### src/rtl/mux_id_arbiter_pkg.sv
// Shared definitions for the ID-routing arbiters: default master count and
// the select-width helper used to size select ports.
package mux_id_arbiter_pkg;

    localparam int DEFAULT_NUM_MASTERS = 4;

    // A select port is never narrower than one bit, even for a single choice.
    function automatic int sel_width(input int num_masters);
        int w;
        w = $clog2(num_masters);
        return (w < 1) ? 1 : w;
    endfunction

endpackage

### src/rtl/mux_id_arbiter_segment_mux.sv
// Combinational selection of one NUM_MASTERS-wide segment out of a flattened
// ID vector, with an out-of-range flag for non-power-of-two master counts.
module id_segment_mux
    import mux_id_arbiter_pkg::*;
#(
    parameter int NUM_MASTERS = DEFAULT_NUM_MASTERS,
    localparam int SEL_W = sel_width(NUM_MASTERS)
) (
    input  logic [NUM_MASTERS*NUM_MASTERS-1:0] id_vector,
    input  logic [SEL_W-1:0]                   number_select,
    output logic [NUM_MASTERS-1:0]             id_selected,
    output logic                               select_err
);

    // Only the matching segment is ever read, so X on other segments cannot leak.
    always_comb begin
        id_selected = '0;
        for (int k = 0; k < NUM_MASTERS; k++) begin
            if (int'(number_select) == k) begin
                id_selected = id_vector[k*NUM_MASTERS +: NUM_MASTERS];
            end
        end
    end

    assign select_err = (int'(number_select) >= NUM_MASTERS);

endmodule

### src/rtl/mux_id_arbiter.sv
// ID segment router: combinational select path plus a one-cycle registered
// copy and a change-detect pulse on the registered value.
module mux_id_arbiter
    import mux_id_arbiter_pkg::*;
#(
    parameter int NUM_MASTERS = DEFAULT_NUM_MASTERS,
    localparam int SEL_W = sel_width(NUM_MASTERS)
) (
    input  logic                               clk_i,
    input  logic                               reset_i,
    input  logic [NUM_MASTERS*NUM_MASTERS-1:0] Master_ID_Selected_i,
    input  logic [SEL_W-1:0]                   number_select_i,
    output logic [NUM_MASTERS-1:0]             Master_ID_Selected_o,
    output logic [NUM_MASTERS-1:0]             Master_ID_Selected_r_o,
    output logic                               select_err_o,
    output logic                               select_err_r_o,
    output logic                               sel_changed_o
);

    logic [NUM_MASTERS-1:0] id_sel;
    logic                   sel_err;

    id_segment_mux #(
        .NUM_MASTERS (NUM_MASTERS)
    ) u_segment_mux (
        .id_vector     (Master_ID_Selected_i),
        .number_select (number_select_i),
        .id_selected   (id_sel),
        .select_err    (sel_err)
    );

    assign Master_ID_Selected_o = id_sel;
    assign select_err_o         = sel_err;

    // Change is judged against the previously held value, so the first load
    // after reset pulses whenever the captured segment is nonzero.
    always_ff @(posedge clk_i or posedge reset_i) begin
        if (reset_i) begin
            Master_ID_Selected_r_o <= '0;
            select_err_r_o         <= 1'b0;
            sel_changed_o          <= 1'b0;
        end else begin
            Master_ID_Selected_r_o <= id_sel;
            select_err_r_o         <= sel_err;
            sel_changed_o          <= (id_sel != Master_ID_Selected_r_o);
        end
    end

endmodule

### config.mk
export PLATFORM = sky130hd
export DESIGN_NAME = mux_id_arbiter
export DESIGN_NICKNAME = d
export VERILOG_FILES = /design/src/rtl/mux_id_arbiter_pkg.sv /design/src/rtl/mux_id_arbiter_segment_mux.sv /design/src/rtl/mux_id_arbiter.sv
export SDC_FILE = /design/constraint.sdc
export NUM_CORES = 1
export LEC_CHECK = 0
export ABC_AREA = 1
export CORE_AREA = 3 3 40 42
export CTS_BUF_LIST = sky130_fd_sc_hd__clkbuf_2
export DETAILED_ROUTE_END_ITERATION = 10
export DIE_AREA = 0 0 43 45
export PLACE_DENSITY = 0.72
export SYNTH_ARGS = -nofsm -noshare
export SYNTH_HDL_FRONTEND = slang
export SYNTH_SLANG_ARGS = --single-unit
### constraint.sdc
create_clock -name clk_i -period 1.1 [get_ports clk_i]
set_input_delay 0.22 -clock clk_i [delete_from_list [all_inputs] [get_ports clk_i]]
set_output_delay 0.22 -clock clk_i [all_outputs]
set_load 0.1 [all_outputs]
==> results.yml, run 1 <==
place:
  place_area_sq_um: 872.1
  dp_hpwl_microns: 937.1
  place.gp.congestion: 0.6671
  numPortBuffers: 28
timing:
  hold_slack_ps: 193.3
  max_freq_mhz: 869.7
  fin_ws_ps: -49.76
  setup-violations-final: 4
  rsz0062_at_grt: "yes"
  hold_viol: 0
  fin_crit_sh_pct: 104.5
  post-route-min-period_ps: 1150
  finalMaxSlewViolations: 0
  clock_skew_ps: 5.674
setup_path:
  crit_cells: 6
  reg2reg_slack_ps: 60
  critPathArrivalTime_ps: 930
  worst-path-max-fanout: 8
  critPathLaunchType: "primary input"
  crit_chain: "buf_12, inv_8, or2_0, nand2_2, nand2_8, buf_12"
  cp-startpoint: "number_select_i[1]"
  critPathTopFamily: "simple AND/OR/NAND/NOR gates"
  crit_path_end: "Master_ID_Selected_o[1]"
  worst-path-buf-inv: 3
  cp_common_cell: "buf_12"
  slowest_delay_ps: 210
  worst-setup-path-type: "primary input to output pin"
  rr_worst_depth: 5
  crit_path_end_kind: "output pin"
  r2r_start: "Master_ID_Selected_r_o[3]"
  slowest_stage: "or2_0"
  r2r-end: "sel_changed_o"
  cp.required_ps: 880
grt:
  track_usage_pct: 16.29
  grt-ovfl-total: 0
  grt_pass1_vias: 567
  grt_pass1_wl_microns: 2339
  grt_antenna_before_repair: 0
  grt_max_degree: 9
logic_synthesis:
  synth.top_cell.area_share_pct: 32.36
  yosys_warnings: 0
  synthCells: 63
  seq_area_frac_synth_pct: 32.36
  synth_area_leaders: "dfrtp_1 (32%), nand2_1 (19%), nand3_1 (10%)"
  avgSynthCellArea_sq_um: 6.137
  ys_types: 13
  ys_seq_elements: 5
  yosysTopAreaCell: "dfrtp_1"
  synth_area_sq_um: 386.6
floorplan:
  die_height_microns: 45
  die_w_microns: 43
  core_sq_mm: 0.001285
  top_level_ports: 31
  rows: 13
  start_util_pct: 30.09
  dieArea_sq_mm: 0.001935
cts:
  htreeDepth: 1
  cts_tree: "built"
  numCtsBuffers: 3
  numClockSinks: 5
  ctsRootBufferMaster: "clkbuf_2"
  path_clk_slew_ps: 60
  clk_path_buf_depth: 2
  cts_hold_buf: 0
  clock_latency_ps: 220
finish:
  drive_gt1_share_pct: 60.75
  final_nets: 128
  diodes: 0
  final_area_sq_mm: 0.001047
  syn_to_final_growth_pct: 170.9
power_and_ir_drop:
  cellPowerDensity_mw_per_mm2: 1113
  ir_drop_v: 0.0004832
  p_leak_uw: 0.0005276
route:
  wl_microns: 1476
  drc: 0
  drtAntennaViolNets: 0
  drt_iter0_drc: 1
  wire_per_inst_microns: 12.10
  first_pass_iters: 3
  via_count: 550
  viasPerCell: 4.508
worst_hold_path:
  hp-class: "primary input to asynchronous set/reset pin"
status:
  violations: "setup timing"
  status: "finished, violations left"
job:
  timing.max_cap.violations: 0
## per-stage QoR
step / setup slack (ps) / setup TNS (ps) / std cells / utilization (%) / power (uW)
3_5_place_dp: -593.2 / -4149 / 108 / 67.87 / 908.9
4_1_cts: -57.71 / -161.8 / 121 / 77.60 / 1127
5_1_grt: -66.06 / -320.8 / 122 / 81.50 / 1221
6_report: -49.76 / -126.5 / 122 / 81.50 / 1166
2_1_floorplan: -3.251 / -5.474 / 64 / - / 650.8
3_3_place_gp: -577.9 / -3993 / 108 / 67.87 / 899.7
## layer usage
metal | track usage [%] | vias up | share of wire [%]
met3 | 2.390 | 4 | 5.8
met5 | 0 | - | 0
met4 | 7.229 | 0 | 0.95
li1 | - | 276 | -
met1 | 17.03 | 247 | 32
met2 | 32.04 | 23 | 61
## layout by cell type, fill, tap and decap left out, drive strengths merged
master         instances
conb                   2
clkbuf                 7
dlygate4sd2            5
dfrtp                  5
buf                   27
inv                    8
nand2                 26
clkdlybuf4s15          5
or2                    1
nand3                  8
nor2                   8
clkdlybuf4s50          1
o21ai                  4
## final cells by class
| cell class | count | area [sq um] |
|---|---|---|
| Timing Repair Buffer | 41 | 450.4 |
| Multi-Input combinational cell | 49 | 377.9 |
| Fill cell | 85 | 237.7 |
| Sequential cell | 5 | 135.1 |
| Inverter | 8 | 45.04 |
| Clock buffer | 4 | 20.02 |
| Tap cell | 15 | 18.77 |
## worst min path at each step
stage / from / end / cells past startpoint
finish: reset_i / Master_ID_Selected_r_o[0] / 2
global route: reset_i / Master_ID_Selected_r_o[0] / 2
CTS: reset_i / Master_ID_Selected_r_o[0] / 2
detailed placement: reset_i / Master_ID_Selected_r_o[0] / 2
global placement: reset_i / Master_ID_Selected_r_o[0] / 2
floorplan: reset_i / sel_changed_o / 1
## flip-flops by register name, indices dropped and copies added (netlist names)
name                    count
Master_ID_Selected_r_o      4
sel_changed_o               1
## timing repair
action	CTS	global route
gates resized for setup	60	18
endpoints found under the setup margin	11	7
pin swaps	24	16
buffers inserted	9	1
## synth_stat cells
master	number
nand2_1	20
nand3_1	8
nor2_1	7
nand2_2	6
dfrtp_1	5
inv_1	5
o21ai_0	4
buf_4	2
inv_2	2
clkinv_2	1
conb_1	1
nor2_2	1
or2_0	1
## cells by family (layout without fill, tap and decap cells)
| logic type | Yosys count | in the layout | share of synthesized area, % |
|---|---|---|---|
| compound gates | 4 | 4 | 5.178 |
| buf+inv | 10 | 53 | 11.97 |
| flops | 5 | 5 | 32.36 |
| other cells | 1 | 2 | 0.9699 |
| simple gates | 43 | 43 | 49.52 |
## report_power, final
| part | internal (uW) | switching (uW) |
|---|---|---|
| clock network | 96.2 | 74.4 |
| logic | 297 | 466 |
| registers | 209 | 22.3 |
| total | 603 | 563 |
No activity file was read; power rests on OpenSTA's default activity.
==> run 2: changes to the inputs <==
- CORE_AREA: 3 3 40 42 -> not set
- CORE_MARGIN: not set -> 3
- CORE_UTILIZATION: not set -> 29
- DIE_AREA: 0 0 43 45 -> not set
- PLACE_DENSITY: 0.72 -> 0.75
- TNS_END_PERCENT: not set -> 50
- clock period: 1.1 -> 1 ns (I/O delays scaled with it)
==> results.yml, run 2 (synthesized netlist as in run 1, its figures left out) <==
status:
  status: "finished, violations left"
  violations: "setup timing"
route:
  drt_iter0_drc: 17
  via_count: 625
  first_pass_iters: 4
  drtAntennaViolNets: 0
  wl_microns: 1995
  viasPerCell: 5.252
  drc: 0
  wire_per_inst_microns: 16.76
finish:
  multi_input_area_sq_um: 415.4
  drive_gt1_share_pct: 65.71
  syn_to_final_growth_pct: 184.8
  final_nets: 126
  largest-register: "Master_ID_Selected_r_o"
  layout_common_cells: "buf_12 (10), nand2_1 (9), nand2_4 (8)"
  layout.cells.non_filler: 119
  seqCellArea_sq_um: 140.1
  n_fill_cell: 38
  largest_reg_flops: 4
  diodes: 0
  final_common_cell: "buf_12"
  top_regs: "Master_ID_Selected_r_o: 4 flops, sel_changed_o: 1 flops"
  final_area_sq_mm: 0.001101
floorplan:
  core_sq_mm: 0.001171
  dieArea_sq_mm: 0.001807
  die_height_microns: 42.51
  top_level_ports: 31
  rows: 12
  die_w_microns: 42.51
  start_util_pct: 33.01
setup_path:
  critPathLaunchType: "flop"
  slowest_delay_ps: 510
  cp.required_ps: 800
  critPathArrivalTime_ps: 930
  worst-path-buf-inv: 1
  worst-setup-path-type: "flop to output pin"
  slowest_stage: "dfrtp_4"
  critPathTopFamily: "flip-flops"
  crit_chain: "buf_12"
  worst-path-max-fanout: 3
  crit_path_end_kind: "output pin"
cts:
  path_clk_slew_ps: 60
  numClockSinks: 5
  ctsRootBufferMaster: "clkbuf_2"
  clk_path_buf_depth: 2
  clock_latency_ps: 240
  htreeDepth: 1
  cts_hold_buf: 0
  cts_tree: "built"
  numCtsBuffers: 3
timing:
  setup-violations-final: 10
  fin_crit_sh_pct: 112.6
  post-route-min-period_ps: 1126
  finalMaxSlewViolations: 0
  fin_ws_ps: -125.8
  clock_skew_ps: 3.760
  max_freq_mhz: 888.3
  hold_viol: 0
  rsz0062_at_grt: "yes"
grt:
  globalRoute.busiestLayer: "met2"
  grt-ovfl-total: 0
  grt_pass1_wl_microns: 2435
  grt_pass1_vias: 564
  met2_usage_pct: 36.47
  gr-usage-met1_pct: 15.68
  track_usage_pct: 18.39
  grt_antenna_before_repair: 0
  grt_util_met3_pct: 4.721
  grt_max_degree: 9
place:
  place.gp.congestion: 0.7079
  numPortBuffers: 28
  place_area_sq_um: 890.9
  dp.cells: 109
  dp_hpwl_microns: 1018
power_and_ir_drop:
  cellPowerDensity_mw_per_mm2: 1216
  ir_drop_v: 0.0005675
  p_leak_uw: 0.0005383
job:
  timing.max_cap.violations: 0
worst_hold_path:
  hp-class: "primary input to asynchronous set/reset pin"
==> run 2: cell count changes in the layout (fill, tap and decap cells not counted), sizes merged <==
cell and delta:
dlygate4sd2 -1, buf -1, clkbuf -2, clkdlybuf4s15 +2
==> run 2: area by class of cell <==
cell class | count | share of cell area [%]
clock buffers | 4 | 1.818
inverters | 8 | 4.318
multi-input cells | 49 | 37.73
flip-flops and latches | 5 | 12.73
well taps | 14 | 1.591
repair buffers | 39 | 41.82
==> run 2: metrics by stage <==
step	util [%]	total power [uW]	hold WS (ps)	setup slack [ps]	setup TNS, ps
2_1_floorplan	-	720.6	-21.40	-83.25	-181.4
3_3_place_gp	76.07	997.6	412.1	-607.4	-4390
3_5_place_dp	76.07	1008	412.4	-630.7	-4539
4_1_cts	86.11	1235	200.6	-124.0	-783.0
5_1_grt	94.02	1382	169.6	-165.6	-1328
6_report	94.02	1339	157.2	-125.8	-1023
==> run 2: layer usage <==
layer / wire length (microns) / part of all wire, %
met4: 138 / 6.9
met3: 145 / 7.3
met2: 1060 / 53
met5: 0 / 0
met1: 651 / 33
==> run 2: report_power, final <==
part           switching (uW)  internal, uW  leakage (uW)
Clock                    97.9           106     0.0000166
Combinational             541           331      0.000468
Sequential               29.9           234     0.0000540
Total                     668           671      0.000538
==> run 2: timing repair <==
action / 4_1_cts / 5_1_grt
resized for setup: 71 / 23
buffers inserted: 4 / 2
setup endpoints to repair: 13 / 10
pin swaps: 28 / 11
==> run 2: worst paths after layout <==
| path | from | to | slack (ps) | cells past startpoint |
|---|---|---|---|---|
| worst min-delay path | reset_i | Master_ID_Selected_r_o[1] | 160 | 2 |
| max in group asynchronous | reset_i | Master_ID_Selected_r_o[2] | 650 | 2 |
| min in group clk_i | Master_ID_Selected_i[0] | Master_ID_Selected_r_o[0] | 390 | 5 |
| worst min register to register | Master_ID_Selected_r_o[0] | sel_changed_o | 740 | 4 |
| worst max register to register | Master_ID_Selected_r_o[1] | sel_changed_o | 10 | 4 |
| worst max-delay path | Master_ID_Selected_r_o[0] | Master_ID_Selected_r_o[0] | -130 | 1 |
==> run 3: changes to the inputs <==
--- a/config.mk
+++ b/config.mk
@@ -10,4 +10,5 @@
 export CORE_UTILIZATION = 29
 export CTS_BUF_LIST = sky130_fd_sc_hd__clkbuf_2
+export CTS_CLUSTER_SIZE = 30
 export DETAILED_ROUTE_END_ITERATION = 10
 export PLACE_DENSITY = 0.75
==> constraint.sdc (replaced) <==
create_clock -name clk_i -period 1 [get_ports clk_i]
set_input_delay 0.2 -clock clk_i [delete_from_list [all_inputs] [get_ports clk_i]]
set_output_delay 0.2 -clock clk_i [all_outputs]
set_load 0.05 [all_outputs]
==> results.yml, run 3 (synthesized netlist as in run 1, its figures left out) <==
setup_path:
  critPathTopFamily: "buffers and inverters"
  worst-path-buf-inv: 2
  crit_path_end_kind: "output pin"
  worst-path-max-fanout: 6
  cp.required_ps: 800
  worst-setup-path-type: "primary input to output pin"
  slowest_stage: "o21ai_1"
  slowest_delay_ps: 210
  critPathArrivalTime_ps: 910
  critPathLaunchType: "primary input"
  crit_chain: "buf_12, o21ai_1, nand2_2, nand2_2, nand2_4, buf_12"
floorplan:
  die_w_microns: 42.51
  start_util_pct: 33.01
  dieArea_sq_mm: 0.001807
  die_height_microns: 42.51
  core_sq_mm: 0.001171
  rows: 12
  top_level_ports: 31
grt:
  globalRoute.busiestLayer: "met2"
  gr-usage-met1_pct: 17.83
  met2_usage_pct: 32.22
  grt_antenna_before_repair: 0
  grt_util_met3_pct: 8.155
  grt_pass1_wl_microns: 2442
  grt_pass1_vias: 612
  grt-ovfl-total: 0
  grt_max_degree: 9
  track_usage_pct: 17.89
cts:
  path_clk_slew_ps: 60
  ctsRootBufferMaster: "clkbuf_2"
  numClockSinks: 5
  htreeDepth: 1
  numCtsBuffers: 3
  cts_tree: "built"
  clock_latency_ps: 220
  clk_path_buf_depth: 2
finish:
  final_nets: 125
  largest-register: "Master_ID_Selected_r_o"
  layout_common_cells: "nand2_1 (11), buf_12 (11), nand2_2 (9)"
  drive_gt1_share_pct: 61.54
  layout.cells.non_filler: 118
  syn_to_final_growth_pct: 157.6
  diodes: 0
  top_regs: "Master_ID_Selected_r_o: 4 flops, sel_changed_o: 1 flops"
  largest_reg_flops: 4
  n_fill_cell: 62
  fin_util_pct: 85.04
  final_area_sq_um: 996.0
route:
  wl_microns: 1559
  drtAntennaViolNets: 0
  drt_iter0_drc: 5
  viasPerCell: 4.788
  via_count: 565
  drc: 0
  first_pass_iters: 4
  wire_per_inst_microns: 13.21
status:
  status: "finished, violations left"
  violations: "setup timing"
timing:
  finalMaxSlewViolations: 0
  setup-violations-final: 9
  rsz0062_at_grt: "yes"
  max_freq_mhz: 902.3
  fin_ws_ps: -108.3
  hold_viol: 0
  post-route-min-period_ps: 1108
  fin_crit_sh_pct: 110.8
  clock_skew_ps: 4.024
  hold_slack_ps: 174.4
place:
  place.gp.congestion: 0.6930
  numPortBuffers: 28
  dp.cells: 107
  place_area_sq_um: 815.8
  dp_hpwl_microns: 994.7
power_and_ir_drop:
  ir_drop_v: 0.001024
  cellPowerDensity_mw_per_mm2: 1076
  p_leak_uw: 0.0004872
  finalPower_uw: 1072
worst_hold_path:
  hp-class: "primary input to asynchronous set/reset pin"
job:
  timing.max_cap.violations: 0
[run 3: final cells by class]
type	instances	area, sq um	area share, %
multi-input combinational	49	340.3	34.17
tap	14	17.52	1.759
clock buffer	4	20.02	2.010
timing repair buffer	38	437.9	43.97
sequential	5	130.1	13.07
inverter	8	50.05	5.025
[run 3: stage by stage]
| step | setup WS, ps | setup TNS, ps |
|---|---|---|
| after floorplan | -18.34 | -18.34 |
| after global placement | -585.4 | -4076 |
| after detailed placement | -621.0 | -4286 |
| after CTS | -74.93 | -357.2 |
| after global routing | -125.6 | -679.6 |
| final | -108.3 | -373.1 |
[run 3: timing repair]
action / 4_1_cts / 5_1_grt
setup endpoints to repair: 13 / 10
hold buffers: 0 / 0
setup buffers: 6 / 1
resized for setup: 70 / 17
pin swaps: 31 / 18
[run 3: worst reg2reg max path, cell delays in order, from the launching register on]
cell and delay [ps]:
dfrtp_2 440, nand3_1 120, nand2_2 60, nor2_2 110, nand2_1 60
[run 3: worst paths after layout]
path	startpoint	to	slack, ps	cells past startpoint
setup reg to reg	Master_ID_Selected_r_o[0]	sel_changed_o	100	4
setup / recovery	number_select_i[1]	Master_ID_Selected_o[1]	-110	6
hold / removal	reset_i	sel_changed_o	170	2
max in group asynchronous	reset_i	Master_ID_Selected_r_o[3]	640	2
min in group clk_i	Master_ID_Selected_i[0]	Master_ID_Selected_r_o[0]	390	5
hold reg to reg	Master_ID_Selected_r_o[3]	sel_changed_o	670	4
[run 3: power by group]
group,switching [uW],internal [uW]
Sequential,27.5,227
Clock,83.3,106
Combinational,331,298
[run 3: per-layer routing]
layer	part of all wire, %	routed length [microns]
met5	0	0
met4	1.4	22
met3	8.0	124
met2	56	880
met1	34	531
